<file path="src/rtl/alu_exc_pkg.sv">
// alu_exc_pkg: shared cause codes, FSM states, status bit indices and ALU control codes
package alu_exc_pkg;
  localparam logic [3:0] CAUSE_NONE     = 4'd0;
  localparam logic [3:0] CAUSE_DIV0     = 4'd1;
  localparam logic [3:0] CAUSE_MULOVF   = 4'd2;
  localparam logic [3:0] CAUSE_CARRY    = 4'd3;
  localparam logic [3:0] CAUSE_MISALIGN = 4'd4;

  typedef enum logic [1:0] {S_IDLE, S_REQ, S_FLUSH} state_t;

  localparam int ST_ZERO    = 7;
  localparam int ST_MULOVF  = 6;
  localparam int ST_CARRY   = 5;
  localparam int ST_NEG     = 4;
  localparam int ST_ALIGNED = 3;
  localparam int ST_DIV0    = 2;

  localparam logic [3:0] CTL_AND = 4'd0;
  localparam logic [3:0] CTL_OR  = 4'd1;
  localparam logic [3:0] CTL_ADD = 4'd2;
  localparam logic [3:0] CTL_DIV = 4'd4;
  localparam logic [3:0] CTL_MUL = 4'd5;
  localparam logic [3:0] CTL_SUB = 4'd6;
endpackage

</file>
<file path="src/rtl/alu_exc_detect.sv">
// alu_exc_detect: masks candidate arithmetic/address traps and picks the highest-priority cause
module alu_exc_detect
  import alu_exc_pkg::*;
(
  input  logic       valid,
  input  logic       mem_op,
  input  logic [3:0] ctl,
  input  logic       div0,
  input  logic       mulovf,
  input  logic       carry,
  input  logic       aligned,
  input  logic [3:0] mask,
  output logic       trap,
  output logic [3:0] cause
);
  logic d0, mo, cy, ma;
  always_comb begin
    d0 = valid & mask[0] & (ctl == CTL_DIV) & div0;
    mo = valid & mask[1] & (ctl == CTL_MUL) & mulovf;
    cy = valid & mask[2] & ((ctl == CTL_ADD) | (ctl == CTL_SUB)) & carry & ~mem_op;
    ma = valid & mask[3] & (ctl == CTL_ADD) & mem_op & ~aligned;
    cause = d0 ? CAUSE_DIV0 : mo ? CAUSE_MULOVF : cy ? CAUSE_CARRY : ma ? CAUSE_MISALIGN : CAUSE_NONE;
    trap = d0 | mo | cy | ma;
  end
endmodule

</file>
<file path="src/rtl/alu_exc_unit.sv">
// alu_exc_unit: EX-stage trap capture, sticky flags and req/ack handshake with stall/flush.
// ALU_EXC_COUNT_EN builds the saturating trap counter; otherwise exc_count is tied to 0.
module alu_exc_unit
  import alu_exc_pkg::*;
#(
  parameter logic [3:0] MASK_RST = 4'b1111
) (
  input  logic        clk,
  input  logic        rst,
  input  logic        valid_in,
  input  logic        mem_op,
  input  logic [3:0]  alu_control,
  input  logic [31:0] alu_result,
  input  logic [7:0]  alu_status,
  input  logic [31:0] pc_in,
  input  logic        mask_we,
  input  logic [3:0]  mask_wdata,
  input  logic        clr_flags,
  input  logic        exc_ack,
  output logic        kill,
  output logic        exc_req,
  output logic [3:0]  exc_cause,
  output logic [31:0] epc,
  output logic [31:0] badval,
  output logic        stall,
  output logic        flush,
  output logic [7:0]  sticky,
  output logic [7:0]  exc_count
);
  state_t     state;
  logic [3:0] mask;
  logic       live, trap;
  logic [3:0] cause;
  assign live = valid_in & (state == S_IDLE);
  assign kill = trap;

  alu_exc_detect u_detect (
    .valid  (live),
    .mem_op (mem_op),
    .ctl    (alu_control),
    .div0   (alu_status[ST_DIV0]),
    .mulovf (alu_status[ST_MULOVF]),
    .carry  (alu_status[ST_CARRY]),
    .aligned(alu_status[ST_ALIGNED]),
    .mask   (mask),
    .trap   (trap),
    .cause  (cause)
  );

  // clear is applied before the new status bits are OR-ed in
  always_ff @(posedge clk) begin
    if (rst) begin
      state     <= S_IDLE;
      exc_req   <= 1'b0;
      stall     <= 1'b0;
      flush     <= 1'b0;
      exc_cause <= CAUSE_NONE;
      epc       <= '0;
      badval    <= '0;
      sticky    <= '0;
      mask      <= MASK_RST;
    end else begin
      if (mask_we) mask <= mask_wdata;
      if (live) sticky <= (clr_flags ? 8'h00 : sticky) | (alu_status & 8'hFC);
      else if (clr_flags) sticky <= '0;
      case (state)
        S_IDLE: if (trap) begin
          state     <= S_REQ;
          exc_req   <= 1'b1;
          stall     <= 1'b1;
          exc_cause <= cause;
          epc       <= pc_in;
          badval    <= alu_result;
        end
        S_REQ: if (exc_ack) begin
          state   <= S_FLUSH;
          exc_req <= 1'b0;
          flush   <= 1'b1;
        end
        S_FLUSH: begin
          state <= S_IDLE;
          flush <= 1'b0;
          stall <= 1'b0;
        end
        default: begin
          state   <= S_IDLE;
          exc_req <= 1'b0;
          flush   <= 1'b0;
          stall   <= 1'b0;
        end
      endcase
    end
  end

`ifdef ALU_EXC_COUNT_EN
  always_ff @(posedge clk) begin
    if (rst) exc_count <= '0;
    else if (trap && exc_count != 8'hFF) exc_count <= exc_count + 8'd1;
  end
`else
  assign exc_count = '0;
`endif
endmodule

</file>
<file path="config.mk">
export PLATFORM = sky130hd
export DESIGN_NAME = alu_exc_unit
export DESIGN_NICKNAME = d
export VERILOG_FILES = /design/src/rtl/alu_exc_pkg.sv /design/src/rtl/alu_exc_detect.sv /design/src/rtl/alu_exc_unit.sv
export SDC_FILE = /design/constraint.sdc
export NUM_CORES = 1
export LEC_CHECK = 0
export CORE_ASPECT_RATIO = 1.5
export CORE_MARGIN = 2
export CORE_UTILIZATION = 63
export CTS_BUF_LIST = sky130_fd_sc_hd__clkbuf_16
export CTS_CLUSTER_SIZE = 8
export DETAILED_ROUTE_END_ITERATION = 8
export DONT_BUFFER_PORTS = 1
export PLACE_DENSITY = 0.79
export SYNTH_ARGS = -nofsm -noshare
export SYNTH_HDL_FRONTEND = slang
export SYNTH_HIERARCHICAL = 1
export SYNTH_SLANG_ARGS = --single-unit
</file>
<file path="constraint.sdc">
create_clock -name clk -period 2.8 [get_ports clk]
set_input_delay 0.7 -clock clk [delete_from_list [all_inputs] [get_ports clk]]
set_output_delay 0.7 -clock clk [all_outputs]
set_load 0.02 [all_outputs]
</file>
==> impl_metrics.json <==
{
  "hold_class": "in -> reg",
  "clk_pin_slew_ns": 0.06,
  "start_util_pct": 65.6,
  "fin_crit_ns": 2.34,
  "htreeDepth": 3,
  "viasPerCell": 5.34,
  "hold_depth": 1,
  "vias": 2338,
  "yosysSeqAreaShare_pct": 43.2,
  "max_freq_ghz": 0.428,
  "antenna_found_initial": 0,
  "gp_congestion": 0.759,
  "grt_max_degree": 148,
  "avgSynthCellArea_sq_um": 10.3,
  "overflow": 0,
  "min_to": "state[1]",
  "critPathCaptureType": "output port",
  "syn_inst": 373,
  "grt_pass1_wl_microns": 10600,
  "status": "complete, no violations",
  "r2r_end": "epc[15]",
  "nNetsFinal": 448,
  "die_h_microns": 99.7,
  "dp_slack_ns": 0.426,
  "yosysUniqueCellTypes": 32,
  "ant_nets": 0,
  "diodes": 0,
  "io_buffers": 0,
  "whs_ns": 0.464,
  "power_density_mw_per_mm2": 643,
  "drtIter0Drc": 93,
  "clkPwrFrac_pct": 46.1,
  "crit_required_ns": 2.10,
  "cts_buffer_depth": 2,
  "p_total_mw": 2.60,
  "cts.sinks": 83,
  "final.setup.tns_ns": 0,
  "cp-start-kind": "flip-flop",
  "reg2reg_slack_ns": 0.70,
  "syn_to_final_growth_pct": 4.78,
  "cts_resized": 0,
  "grtUsageTotal_pct": 20.3,
  "maxCapViolCount": 0,
  "cts_hold_buf": 0,
  "postPlaceCellArea_sq_mm": 0.00372,
  "cts_tree": "built",
  "p_sw_mw": 0.536,
  "r2r_cells": 7,
  "die_x_microns": 67.8,
  "hpwl_microns": 4850,
  "p_leak_nw": 1.42,
  "p_int_mw": 2.06,
  "skew_ns": 0.00547,
  "die_area_sq_mm": 0.00676,
  "synth_area_leaders": "dfxtp_1 43%, nand2b_1 22%, mux2i_1 19%, buf_12 3.6%, buf_4 2.1%",
  "drc": 0,
  "hold_start": "rst",
  "sw_frac_of_total_pct": 20.7,
  "postCtsSetupBuffers": 0,
  "syn_area_sq_mm": 0.00385,
  "final-setup-viol-count": 0,
  "synth_top_area_share_pct": 43.2,
  "clk_latency_ns": 0.32,
  "crit_path_max_fanout": 7,
  "grt_setup_unrepaired": "false",
  "synth_seq_cells": 83,
  "num_rows": 34,
  "hold_viol_final": 0,
  "ios": 175,
  "ir_drop_uv": 357,
  "finalNonFillerCells": 438,
  "dp_cells": 422,
  "drv_slew": 0,
  "core_sq_mm": 0.00587,
  "timing.setup.critical_path_class": "reg -> out",
  "cp.arrival_ns": 1.64,
  "combPwrFrac_pct": 5.2,
  "first_pass_iters": 4,
  "drt-wirelength-per-cell_microns": 15.6,
  "reg2reg_from": "state[1]",
  "design_area_sq_mm": 0.00403,
  "fin_crit_sh_pct": 83.4,
  "synth_top_cell_by_area": "dfxtp_1",
  "drive_above_1_share_pct": 7.38,
  "utilization_pct": 68.7,
  "cts_buffers": 9,
  "pwr-share-seq_pct": 48.6,
  "grt_pass1_vias": 2351,
  "ys_warn_count": 6,
  "drt_wl_total_microns": 6840,
  "cts_root_buf": "clkbuf_16",
  "worst_slack_ns": 0.465
}
-- routing by layer --
metal  routed length [microns]  global-route usage (%)  part of all wire (%)
met1                      2640                    20.9                    39
met2                      3370                    34.8                    49
met3                       672                    7.58                   9.8
met4                       155                    10.5                   2.3
met5                         0                       0                     0
-- sequential cells by signal (all words and copies together) (netlist names), 2 cells and up --
register,flops
epc,32
exc_cause,4
state,2
sticky,6
mask,4
badval,32
-- final cells by class --
class	instances	area (sq um)
clock buffers	9	225
flip-flops and latches	83	1660
inverters	1	3.75
well taps	72	90.1
multi-input cells	261	1920
clock inverters	7	83.8
fillers	468	1840
repair buffers	5	50.0
-- power groups by stage --
stage | registers (mW) | clock network, mW | logic [mW]
after global placement | 1.29 | 0 | 0.132
after detailed placement | 1.29 | 0 | 0.137
final | 1.26 | 1.20 | 0.136
after floorplan | 1.28 | 0 | 0.164
after global routing | 1.26 | 1.28 | 0.150
after CTS | 1.26 | 1.22 | 0.137
-- kinds of logic after synthesis --
logic type      Yosys count  share of synthesized area [%]
mux                      72                           18.7
simple gates            163                           27.0
flops                    83                           43.2
compound gates           15                           2.89
buf+inv                  38                           8.03
other cells               2                          0.195
-- cells in the final DEF (no fill, tap or decap), types with 2 or more instances in the layout --
cell type / n
nand2_1: 7
o21ai_1: 3
nor3b_1: 6
nand2b_1: 136
and4bb_1: 2
clkinv_1: 2
inv_1: 2
conb_1: 11
bufinv_16: 2
buf_4: 4
a31o_2: 6
dfxtp_1: 83
nor3_1: 2
clkbuf_16: 9
mux2i_1: 72
-- worst max-delay path, cell delays in order, from the launching register on --
cell,delay [ns]
dfxtp_1,0.39
nor3b_2,0.30
nand4bb_1,0.20
a21o_1,0.20
nand2_1,0.07
buf_4,0.15
-- synth_stat cells --
cell type    n
a22o_1       1
nand2_1      7
and2b_2      1
o21ai_0      1
buf_4       11
nand3b_1     1
and4bb_1     2
nor2_1       1
o21a_1       1
a21oi_1      1
and3b_1      1
buf_1        1
a31o_2       6
nor3b_1      6
inv_1        1
conb_1       2
a21o_1       1
dfxtp_1     83
a2111oi_1    1
o21ai_1      3
buf_12       7
nor2b_1      1
nand3_1      1
mux2i_1     72
nand2b_1   136
clkbuf_1    14
nor3b_2      2
nand4bb_1    1
buf_6        1
nor3_1       2
and2_1       1
buf_2        3
-- how the worst max path moves through the flow --
stage                  start   endpoint  slack, ns  depth (start not counted)
floorplan           valid_in  badval[0]       0.45                          8
global placement    valid_in    epc[25]       0.54                          7
detailed placement  valid_in    epc[15]       0.43                          7
CTS                 state[1]       kill       0.46                          5
global route        state[1]       kill       0.35                          5
finish              state[1]       kill       0.46                          5
No activity file was read; power rests on OpenSTA's default activity.
